$ cat src/rtl/acc_io_bridge.sv
// Memory-mapped I/O bridge behind the accumulator CPU memory stage: TX FIFO (`ACC_IO_TX_FIFO_EN`, else one register) plus RX holding register.
// Latency: store to tx_valid 1 cycle, capture to rx_ready low 1 cycle; IOIn is combinational from registered state.
// Backpressure: TX drains on tx_valid & tx_ready, a store into a full, non-popping buffer is dropped and flags tx_ovf; rx_ready low while holding a word.
module acc_io_bridge #(
    parameter int DATA_WIDTH = 16,
    parameter int TX_DEPTH   = 4
) (
    input  logic                  CLK,
    input  logic                  Reset,
    input  logic [DATA_WIDTH-1:0] IOData,
    input  logic                  IOWrite,
    input  logic                  IORead,
    input  logic                  IOSel,
    output logic [DATA_WIDTH-1:0] IOIn,
    output logic [DATA_WIDTH-1:0] tx_data,
    output logic                  tx_valid,
    input  logic                  tx_ready,
    input  logic [DATA_WIDTH-1:0] rx_data,
    input  logic                  rx_valid,
    output logic                  rx_ready
);

    if (TX_DEPTH < 2 || (TX_DEPTH & (TX_DEPTH - 1)) != 0) begin : g_depth_check
        $error("acc_io_bridge: TX_DEPTH must be a power of two >= 2");
    end

    logic                  tx_full;
    logic                  tx_empty;
    logic                  tx_pop;
    logic                  tx_push;
    logic                  ovf_set;
    logic                  tx_ovf;
    logic                  rx_full;
    logic [DATA_WIDTH-1:0] rx_hold;

    assign tx_valid = !tx_empty;
    assign tx_pop   = tx_valid & tx_ready;
    // A full buffer still takes a store when its head leaves on the same edge.
    assign tx_push  = IOWrite & (!tx_full | tx_pop);
    assign ovf_set  = IOWrite & tx_full & !tx_pop;

`ifdef ACC_IO_TX_FIFO_EN
    localparam int AW = $clog2(TX_DEPTH);

    logic [AW:0]           wr_ptr;
    logic [AW:0]           rd_ptr;
    logic [DATA_WIDTH-1:0] mem [TX_DEPTH];

    assign tx_empty = (wr_ptr == rd_ptr);
    assign tx_full  = (wr_ptr[AW-1:0] == rd_ptr[AW-1:0]) && (wr_ptr[AW] != rd_ptr[AW]);
    assign tx_data  = tx_empty ? '0 : mem[rd_ptr[AW-1:0]];

    always_ff @(posedge CLK or negedge Reset) begin
        if (!Reset) begin
            wr_ptr <= '0;
            rd_ptr <= '0;
        end else begin
            if (tx_push) wr_ptr <= wr_ptr + 1'b1;
            if (tx_pop)  rd_ptr <= rd_ptr + 1'b1;
        end
    end

    always_ff @(posedge CLK) begin
        if (tx_push) mem[wr_ptr[AW-1:0]] <= IOData;
    end
`else
    logic                  tx_hold_vld;
    logic [DATA_WIDTH-1:0] tx_hold;

    assign tx_empty = !tx_hold_vld;
    assign tx_full  = tx_hold_vld;
    assign tx_data  = tx_hold_vld ? tx_hold : '0;

    always_ff @(posedge CLK or negedge Reset) begin
        if (!Reset) begin
            tx_hold_vld <= 1'b0;
            tx_hold     <= '0;
        end else if (tx_push) begin
            tx_hold_vld <= 1'b1;
            tx_hold     <= IOData;
        end else if (tx_pop) begin
            tx_hold_vld <= 1'b0;
        end
    end
`endif

    assign rx_ready = !rx_full;
    assign IOIn     = IOSel ? {{(DATA_WIDTH-4){1'b0}}, tx_ovf, tx_empty, tx_full, rx_full}
                            : rx_hold;

    always_ff @(posedge CLK or negedge Reset) begin
        if (!Reset) begin
            tx_ovf  <= 1'b0;
            rx_full <= 1'b0;
            rx_hold <= '0;
        end else begin
            // A fresh overflow outranks the clear from a status read on the same edge.
            if (ovf_set)
                tx_ovf <= 1'b1;
            else if (IORead && IOSel)
                tx_ovf <= 1'b0;

            if (rx_valid && !rx_full) begin
                rx_full <= 1'b1;
                rx_hold <= rx_data;
            end else if (IORead && !IOSel) begin
                rx_full <= 1'b0;
            end
        end
    end

endmodule
$ cat config.mk
export PLATFORM = sky130hd
export DESIGN_NAME = acc_io_bridge
export DESIGN_NICKNAME = d
export VERILOG_FILES = /design/src/rtl/acc_io_bridge.sv
export SDC_FILE = /design/constraint.sdc
export NUM_CORES = 1
export LEC_CHECK = 0
export ABC_AREA = 1
export CORE_ASPECT_RATIO = 1.5
export CORE_MARGIN = 4
export CORE_UTILIZATION = 45
export CTS_CLUSTER_SIZE = 40
export DETAILED_ROUTE_END_ITERATION = 8
export HOLD_SLACK_MARGIN = 0.08
export PLACE_DENSITY = 0.84
export RECOVER_POWER = 50
export SYNTH_ARGS = -nofsm -noshare
export SYNTH_HDL_FRONTEND = slang
export SYNTH_SLANG_ARGS = --single-unit
$ cat constraint.sdc
create_clock -name CLK -period 1.87 [get_ports CLK]
set_input_delay 0.2805 -clock CLK [delete_from_list [all_inputs] [get_ports CLK]]
set_output_delay 0.2805 -clock CLK [all_outputs]
set_load 0.01 [all_outputs]
==> metrics.md, run 1 <==
| Metric | Value |
|---|---|
| Status | `finished, final reports clean` |
| Total congestion overflow | `0` |
| Pins Over Slew Limit | `0` |
| Distinct cell type count after synthesis | `14` |
| Final Non-Filler Cells | `338` |
| Vias per inst | `4.67` |
| Final min period | `1.80 ns` |
| Share of layout cells above drive strength 1 | `6.44%` |
| Leakage | `1.49 nW` |
| Post-DR wirelength/cell | `11.4 µm` |
| Synth warnings | `0` |
| Cell Pwr Density | `approximately 910 mW/mm²` |
| Input/output buffers | `72` |
| Final worst setup slack | `0.0661 ns` |
| Die area | `0.00486 mm²` |
| # setup viols final | `0` |
| Yosys reg bits | `35` |
| Root Buffer | `clkbuf_8` |
| Avg Synthesized Cell Area | `7.72 µm²` |
| Max VDD drop | `about 0.75 mV` |
| Final Hold Fails | `0` |
| Starting DRC count in detailed routing | `46` |
| First-pass iteration count of the detailed router | `4` |
| Worst endpoint required time | `1.59 ns` |
| Slew margin rel. | `40.8%` |
| Hold WC Path Type | `input pin to async pin` |
| Core area | `0.00368 mm²` |
| Row Count | `27` |
| Total power | `between 0.002 and 0.0025 W` |
| Most common cell after layout, fill and taps aside | `nand2_1` |
| Max Clk Rate | `554 MHz` |
| Synth area leader | `dfrtp_1` |
| Worst slew pin tran | `0.887 ns` |
| Final Net Count | `334` |
| Hold Slack | `0.112 ns` |
| Routed WL | `3860 µm` |
| I/O Pins | `73` |
| Clock Latency Late Sink | `0.28 ns` |
| Gate Count Post-Synth | `221` |
| Placed cell count | `331` |
| Clk slew on worst S/H paths | `0.06 ns` |
| Area growth syn-to-layout | `47.4%` |
| DPL Wire Length | `2910 µm` |
| Number of CTS-inserted buffers | `5` |
| Filler Cells Inserted | `311` |
| Post-layout util | `68.3%` |
| Post-synth top area share | `51.3%` |
| Largest cells by area after synthesis | `dfrtp_1, nand2_1, nand3_1, inv_1, nor2_1` |
| Via count | `between 1500 and 2000` |
| CTS tree | `done` |
| Max-Cap Viols | `0` |
| Worst Skew | `0.00450 ns` |
| RSZ-0062 raised after global routing | `false` |
| Most frequent cells in the layout | `nand2_1, clkdlybuf4s50_1, dfrtp_1, nand3_1, inv_1` |
| DRC viols | `0` |
| GRT Total Usage | `~17%` |
| H-tree level count | `2` |
| Initial Utilization | `46.3%` |
| Worst Path Class, Setup | `input pin to primary output` |
| CP startpoint kind | `input pin` |
| Die width | `58.3 µm` |
| Pre-CTS setup slack | `-0.0609 ns` |
| Die Ht | `83.4 µm` |
| Vias in the first global route | `1492` |
| Sequential-to-total area share from yosys stat | `51.3%` |
| Hold bufs inserted after CTS | `0` |
| Bufs on Longest Clock Path | `2` |
| First-pass GRT wire length | `around 6300 µm` |
| Crit path capture type | `primary output` |
| Initial antenna violation count | `0` |
| # diodes | `0` |
| Routed Antenna Nets | `0` |
| Crit path DAT | `1.52 ns` |
| # Post-CTS Setup Buffers | `0` |
| Largest net degree at the start of global routing | `36` |
| Synthesized area | `0.00171 mm²` |
| Final clock period utilization by the worst path | `96.5%` |
| CTS sink cnt | `35` |
| Crit Path Max Fanout | `9` |
| Net count after synthesis | `260` |
| Final Wtd Congestion | `~0.75` |
registers in the layout, summed over array words and instances, names as in the netlist:
signal	cells
rx_hold	16
tx_hold	16
rx_full	1
tx_ovf	1
tx_valid	1
critical path: stages:
cell,delay (ns)
clkdlybuf4s50_1,0.43
buf_4,0.18
nor2_1,0.10
clkdlybuf4s50_1,0.53
per-layer routing:
layer / vias up / wire (µm) / global-route usage, %
met5: - / 0 / 0
met4: 0 / 48 / 7.17
met3: 6 / 261 / 4.82
met2: 52 / 2040 / 29.7
met1: 719 / 1510 / 17.6
li1: 803 / - / -
cell usage after synthesis:
library cell,count
buf_2,5
buf_4,5
buf_6,1
buf_8,1
dfrtp_1,35
inv_1,29
inv_2,2
nand2_1,93
nand2_4,1
nand2_8,2
nand3_1,33
nor2_1,12
o211ai_1,1
o21a_1,1
report_power, final:
group          leakage, nW  switching, W  total, W  internal (W)
sequential           0.429     0.0000886   0.00102      0.000929
combinational         1.01      0.000357  0.000730      0.000373
clock               0.0470      0.000245  0.000534      0.000288
total                 1.49      0.000691   0.00228       0.00159
area by class of cell:
type	count	area, µm²	share of cell area (%)
flip-flops and latches	35	876	34.8
repair buffers	79	787	31.3
multi-input cells	143	596	23.7
inverters	31	116	4.62
clock buffers	6	82.6	3.28
well taps	43	53.8	2.14
clock inverters	1	5.00	0.199
metrics by stage:
| stage | instance area [µm²] | TNS, ns |
|---|---|---|
| after global routing | 2520 | 0 |
| after detailed placement | 2440 | -0.174 |
| after CTS | 2520 | 0 |
| final | 2520 | 0 |
| after global placement | 2440 | -0.0280 |
| after floorplan | 1710 | 0 |
worst paths after layout:
kind / from / to / slack, ns / depth (start not counted)
worst max-delay path: IOSel / IOIn[4] / 0.07 / 4
max in group asynchronous: Reset / rx_hold[8] / 1.20 / 1
worst min-delay path: Reset / rx_hold[13] / 0.11 / 1
worst max register to register: tx_valid / tx_hold[11] / 0.22 / 5
worst min register to register: tx_hold[15] / tx_hold[15] / 0.47 / 2
min in group CLK: tx_hold[15] / tx_hold[15] / 0.47 / 2
cell families (layout without fill, tap and decap cells):
| kind of cell | after synthesis | count (layout) | synth area share [%] |
|---|---|---|---|
| flip-flops | 35 | 35 | 51.3 |
| AO/OA/AOI/OAI | 2 | 2 | 0.880 |
| AND/OR/NAND/NOR | 141 | 141 | 35.8 |
| buffers and inverters | 43 | 117 | 12.0 |
repair_timing:
item,4_1_cts,5_1_grt
endpoints found under the hold margin,0,0
gates resized for setup,4,9
setup endpoints to repair,4,15
Power figures use the tool's default switching activity.
==> run 2: changes to the inputs <==
- CTS_CLUSTER_SIZE: 40 -> not set
==> results of run 2 <==
The final DEF is identical to that of run 1; final timing and power are the same.
==> run 3: changes to the inputs <==
- GPL_ROUTABILITY_DRIVEN: not set -> 1
- SLEW_MARGIN: not set -> 10
==> results of run 3 <==
The final DEF is identical to that of run 1; final timing and power are the same.
